[config.mk]
export PLATFORM = sky130hd
export DESIGN_NAME = ql_scan_chain_ctrl_flat
export DESIGN_NICKNAME = d
export VERILOG_FILES = /design/src/rtl/ql_scan_chain_ctrl_if.sv /design/src/rtl/ql_scan_chain_ctrl.sv /design/src/flat_wrapper.sv
export SDC_FILE = /design/constraint.sdc
export NUM_CORES = 1
export LEC_CHECK = 0
export BUFFER_PORTS_ARGS = -buffer_cell sky130_fd_sc_hd__buf_2
export CORE_ASPECT_RATIO = 0.5
export CORE_MARGIN = 2
export CORE_UTILIZATION = 52
export DETAILED_ROUTE_END_ITERATION = 8
export GPL_ROUTABILITY_DRIVEN = 1
export PLACE_DENSITY = 0.78
export SYNTH_ARGS = -nofsm -noshare
export SYNTH_HDL_FRONTEND = slang
export SYNTH_SLANG_ARGS = --single-unit
[constraint.sdc]
create_clock -name CK -period 2 [get_ports CK]
set_input_delay 0.1 -clock CK [delete_from_list [all_inputs] [get_ports CK]]
set_output_delay 0.1 -clock CK [all_outputs]
set_load 0.03 [all_outputs]
[src/rtl/ql_scan_chain_ctrl_if.sv]
// ql_scan_chain_ctrl_if: host-side command, word-stream and status bundle for the scan chain sequencer
interface ql_scan_chain_ctrl_if #(parameter int WORD_W = 8);
  logic start, op, wvalid, wready, rvalid, rready, busy, done, so_parity;
  logic [WORD_W-1:0] wdata, rdata;
  modport master (output start, op, wdata, wvalid, rready, input wready, rdata, rvalid, busy, done, so_parity);
  modport slave (input start, op, wdata, wvalid, rready, output wready, rdata, rvalid, busy, done, so_parity);
endinterface

[src/rtl/ql_scan_chain_ctrl.sv]
// ql_scan_chain_ctrl: streams host words bit-serially through a QL_FF scan chain, optionally capturing first.
// Optional QL_SCAN_PARITY_EN adds so_parity, the XOR of every bit shifted out.
module ql_scan_chain_ctrl #(
  parameter int CHAIN_LEN = 64,
  parameter int WORD_W = 8
) (
  input  logic CK,
  input  logic R,
  ql_scan_chain_ctrl_if.slave h,
  input  logic SO,
  output logic SI,
  output logic SE,
  output logic E
);
  localparam int CNT_W = $clog2(CHAIN_LEN + 1);
  localparam int IW = $clog2(WORD_W + 1);
  localparam int OW = (WORD_W > 1) ? $clog2(WORD_W) : 1;
  typedef enum logic [2:0] {IDLE, CAPTURE, SHIFT, FLUSH, DONE} state_t;
  state_t st;
  logic [CNT_W-1:0] cnt, left;
  logic [WORD_W-1:0] in_buf, out_buf;
  logic [IW-1:0] in_cnt, take;
  logic [OW-1:0] oidx;
  logic ofull, room, xfer, shift, last_bit, word_end, load;
  assign room = !ofull || !h.rvalid || h.rready;
  assign xfer = ofull && (!h.rvalid || h.rready);
  assign shift = st == SHIFT && in_cnt != '0 && room;
  assign last_bit = cnt == CNT_W'(CHAIN_LEN - 1);
  assign word_end = oidx == OW'(WORD_W - 1) || last_bit;
  // a word may load on the same edge the previous word's last bit leaves, keeping full rate
  assign h.wready = st == SHIFT && left != '0 && (in_cnt == '0 || (in_cnt == IW'(1) && shift));
  assign load = h.wvalid && h.wready;
  assign take = (int'(left) >= WORD_W) ? IW'(WORD_W) : IW'(left);
  assign SE = st == SHIFT;
  assign E = shift || st == CAPTURE;
  assign SI = shift && in_buf[0];
  always_ff @(posedge CK or negedge R)
    if (!R) begin
      st <= IDLE;
      cnt <= '0;
      left <= '0;
      in_buf <= '0;
      in_cnt <= '0;
      out_buf <= '0;
      oidx <= '0;
      ofull <= 1'b0;
      h.rdata <= '0;
      h.rvalid <= 1'b0;
      h.busy <= 1'b0;
      h.done <= 1'b0;
    end else begin
      h.done <= st == FLUSH && h.rvalid && h.rready && !ofull;
      h.rvalid <= xfer || (h.rvalid && !h.rready);
      if (xfer) h.rdata <= out_buf;
      out_buf <= (xfer ? '0 : out_buf) | (WORD_W'(shift & SO) << oidx);
      ofull <= shift ? word_end : ofull && !xfer;
      if (load) begin
        in_buf <= h.wdata;
        in_cnt <= take;
        left <= left - CNT_W'(take);
      end else if (shift) begin
        in_buf <= in_buf >> 1;
        in_cnt <= in_cnt - IW'(1);
      end
      if (shift) begin
        oidx <= word_end ? '0 : oidx + OW'(1);
        if (cnt != CNT_W'(CHAIN_LEN)) cnt <= cnt + CNT_W'(1);
      end
      case (st)
        IDLE: if (h.start) begin
          st <= h.op ? CAPTURE : SHIFT;
          h.busy <= 1'b1;
          cnt <= '0;
          left <= CNT_W'(CHAIN_LEN);
          in_cnt <= '0;
          oidx <= '0;
          ofull <= 1'b0;
          out_buf <= '0;
        end
        CAPTURE: st <= SHIFT;
        SHIFT: if (shift && last_bit) st <= FLUSH;
        FLUSH: if (h.rvalid && h.rready && !ofull) st <= DONE;
        DONE: begin
          st <= IDLE;
          h.busy <= 1'b0;
        end
        default: st <= IDLE;
      endcase
    end
`ifdef QL_SCAN_PARITY_EN
  logic par;
  always_ff @(posedge CK or negedge R)
    if (!R) par <= 1'b0;
    else if (st == IDLE && h.start) par <= 1'b0;
    else if (shift) par <= par ^ SO;
  assign h.so_parity = par;
`else
  assign h.so_parity = 1'b0;
`endif
endmodule
[src/flat_wrapper.sv]
// flat-port wrapper written by rule: the top's interface ports become plain ports
module ql_scan_chain_ctrl_flat 
#(
  parameter int CHAIN_LEN = 64,
  parameter int WORD_W = 8
)
  (CK, R, SO, SI, SE, E, h_start, h_op, h_wdata, h_wvalid, h_rready, h_wready, h_rdata, h_rvalid, h_busy, h_done, h_so_parity);
  ql_scan_chain_ctrl_if #(.WORD_W(WORD_W)) h_i ();
  input  logic CK;
  input  logic R;
  input  logic SO;
  output logic SI;
  output logic SE;
  output logic E;
  input wire logic [$bits(h_i.start)-1:0] h_start;
  input wire logic [$bits(h_i.op)-1:0] h_op;
  input wire logic [$bits(h_i.wdata)-1:0] h_wdata;
  input wire logic [$bits(h_i.wvalid)-1:0] h_wvalid;
  input wire logic [$bits(h_i.rready)-1:0] h_rready;
  output wire logic [$bits(h_i.wready)-1:0] h_wready;
  output wire logic [$bits(h_i.rdata)-1:0] h_rdata;
  output wire logic [$bits(h_i.rvalid)-1:0] h_rvalid;
  output wire logic [$bits(h_i.busy)-1:0] h_busy;
  output wire logic [$bits(h_i.done)-1:0] h_done;
  output wire logic [$bits(h_i.so_parity)-1:0] h_so_parity;
  assign h_i.start = h_start;
  assign h_i.op = h_op;
  assign h_i.wdata = h_wdata;
  assign h_i.wvalid = h_wvalid;
  assign h_i.rready = h_rready;
  assign h_wready = h_i.wready;
  assign h_rdata = h_i.rdata;
  assign h_rvalid = h_i.rvalid;
  assign h_busy = h_i.busy;
  assign h_done = h_i.done;
  assign h_so_parity = h_i.so_parity;
  ql_scan_chain_ctrl #(.CHAIN_LEN(CHAIN_LEN), .WORD_W(WORD_W)) u_core (.CK(CK), .R(R), .h(h_i), .SO(SO), .SI(SI), .SE(SE), .E(E));
endmodule
==> impl_metrics.ini <==
[run_status]
status = finished, violations left
violations = negative setup slack

[flow_run]
cap_violations = 0

[place]
dp.cells = 369
place_ws_ns = -0.0348
placed_cell_area_sq_um = 3040
hpwl_microns = 4060
routabilityCongestion = 0.847
io_buffer_count = 29

[logic_synthesis]
synth_commonest_cells = 52 x dfrtp_1, 24 x nand3_1, 21 x o21ai_0
synth_cell_types = 53
syn_area_sq_um = 2680
yosysTopAreaCellShare = 0.485
synthTopCellsByArea = dfrtp_1 49%, nand3_1 4.5%, o21ai_0 3.9%
synthFlopType = dfrtp_1
post_synth.cell_area_avg_sq_um = 10.3
seq_area_frac_synth = 0.485
yosysMostFrequentCell = dfrtp_1
synth_area_leader_cell = dfrtp_1
yosysWarnings = 0
ys_seq_elements = 52
syn_inst = 261
async_flop_share = 1.00
synth_edf_count = 0

[routing]
drtAntennaViolNets = 0
wl_per_cell_microns = 16.1
drt_iter0_drc = 113
drc = 0
avgViaCountPerCell = 5.81
routed_wl_microns = 6360
vias = 2288
drt_first_pass_iters = 4

[sta]
final.setup.tns_ns = -0.405
worst_slack_ns = -0.144
holdWs_ns = 0.00916
skew_ns = 0.00946
finalSetupViolCount = 5
hold_viol_final = 0
drv_slew = 0
rsz0062_at_grt = true
min_period_over_period = 1.07
slew_headroom = 0.552
worst_pin_slew_ns = 0.672
period_minus_slack_ns = 2.14
max_freq_mhz = 466

[floorplan]
core_area_sq_um = 4950
die_w_microns = 106
dieArea_sq_um = 5780
die_h_microns = 54.8
rows = 18
initial_core_util = 0.541
ios = 31

[critical_path]
cp_slowest_cell = dfrtp_1
worst_ep_arrival_time_ns = 2.04
cp_top_family = simple AND/OR/NAND/NOR gates
endpoint_kind = output pin
crit_buf_inv = 3
worstPathCellList = inv_2, ha_4, or3b_4, a22o_4, buf_6, nor3_4, buf_6
crit_path_max_incr_delay_ns = 0.42
required_ns = 1.90
critPathKind = flip-flop to output pin
cp-start-kind = flip-flop
path_max_fanout = 7
crit_top_cell = buf_6

[pwr]
power_frac_clock = 0.125
switchingPower_mw = 2.25
powerDensity_nw_per_um2 = 1550
internal-power_mw = 2.98
ir_drop_mv = 0.755
swShare = 0.431
power_mw = 5.24
p_seq_frac = 0.345
p_leak_nw = 1.55
combPwrFrac = 0.530

[clock_network]
clockBufferDepth = 2
clock-sinks = 52
clk_pin_slew_ns = 0.11
cts-root-buf = clkbuf_8
cts_buffers = 5
htree_levels = 2
cts_tree = done
worst_skew_pair.late_latency_ns = 0.32

[finish]
nets = 346
drive_gt1_frac = 0.321
fin_cells = 394
fin_util = 0.682
final_cell_area_sq_um = 3380
n_antenna_cell = 0
syn_to_final_growth_pct = 25.9

[global_routing]
antenna_found_initial = 0
grt_pass1_vias = 2129
grt_use_total = 0.224
grt_overflow = 0
grt_start_max_net_pins = 53
grt_pass1_wl_microns = 9690

[min_path]
worstHoldPathType = input pin to flip-flop
[repair_timing]
action,4_1_cts,5_1_grt
endpoints found under the hold margin,54,0
hold buffers,3,0
pin swaps,6,3
gates cloned,0,1
setup endpoints to repair,6,29
buffers inserted,6,7
gates resized for setup,8,26
[final timing paths]
| kind | endpoint | slack, ns | cells past startpoint | start |
|---|---|---|---|---|
| max in group asynchronous | u_core.st[1] | 1.11 | 3 | R |
| min in group asynchronous | u_core.left[0] | 0.44 | 3 | R |
| hold / removal | u_core.in_buf[4] | 0.009 | 3 | h_wdata[4] |
| hold reg to reg | u_core.out_buf[2] | 0.51 | 2 | u_core.out_buf[2] |
| setup / recovery | h_wready | -0.14 | 7 | u_core.in_cnt[0] |
| setup reg to reg | u_core.left[3] | -0.09 | 7 | u_core.in_cnt[0] |
[logic make-up (layout without fill, tap and decap cells)]
logic type                 Yosys count  in the layout  share of synthesized area
AOI/OAI and AO/OA                   60             60                      0.146
xor gates and xnor gates             5              5                     0.0163
adders and majority gates            8              8                     0.0373
buffers and inverters               19             81                     0.0350
DFF                                 52             52                      0.485
muxes                               18             18                     0.0709
other                                2              3                    0.00280
and+or+nand+nor                     97             97                      0.206
[per-layer routing]
metal | track usage | vias to the layer above | share of wire
li1 | - | 1089 | -
met1 | 0.274 | 1113 | 0.46
met2 | 0.384 | 76 | 0.46
met3 | 0.0679 | 10 | 0.054
met4 | 0.0965 | 0 | 0.020
met5 | 0 | - | 0
[registers in the layout (all words and copies together), names as in the netlist]
signal / count
u_core.cnt: 7
u_core.h.busy: 1
u_core.h.done: 1
u_core.h.rdata: 8
u_core.h.rvalid: 1
u_core.in_buf: 8
u_core.in_cnt: 4
u_core.left: 7
u_core.ofull: 1
u_core.oidx: 3
u_core.out_buf: 8
u_core.st: 3
[power groups by stage]
stage                     registers, mW  clock network, mW  logic (mW)
after floorplan                    1.87                  0        1.56
after global placement             1.76                  0        2.24
after detailed placement           1.79                  0        2.34
after CTS                          1.78              0.666        2.50
after global routing               1.86              0.707        3.00
final                              1.81              0.655        2.77
[layout by cell type, fill, tap and decap left out, types with 7 or more instances in the layout]
| cell | synthesis | layout |
|---|---|---|
| a21oi_1 | 15 | 13 |
| buf_2 | 4 | 27 |
| buf_4 | 2 | 30 |
| dfrtp_1 | 52 | 52 |
| ha_1 | 8 | 7 |
| mux2_2 | 8 | 8 |
| mux2i_1 | 10 | 10 |
| nand2_1 | 16 | 15 |
| nand3_1 | 24 | 23 |
| nor2_1 | 10 | 10 |
| o21ai_0 | 21 | 11 |
| o21ai_1 | 0 | 10 |
[worst reg2reg max path: stages (launching register included)]
cell,delay [ns]
dfrtp_1,0.42
inv_2,0.08
ha_4,0.12
or3b_4,0.39
a22o_4,0.26
buf_4,0.15
or4_1,0.46
a21oi_1,0.14
[area by class of cell]
type | instances | area (sq um)
inverters | 7 | 31.3
flip-flops and latches | 52 | 1300
well taps | 70 | 87.6
multi-input cells | 191 | 1400
clock buffers | 5 | 68.8
fillers | 373 | 1580
clock inverters | 3 | 25.0
repair buffers | 66 | 467
No activity file was read; power rests on OpenSTA's default activity.
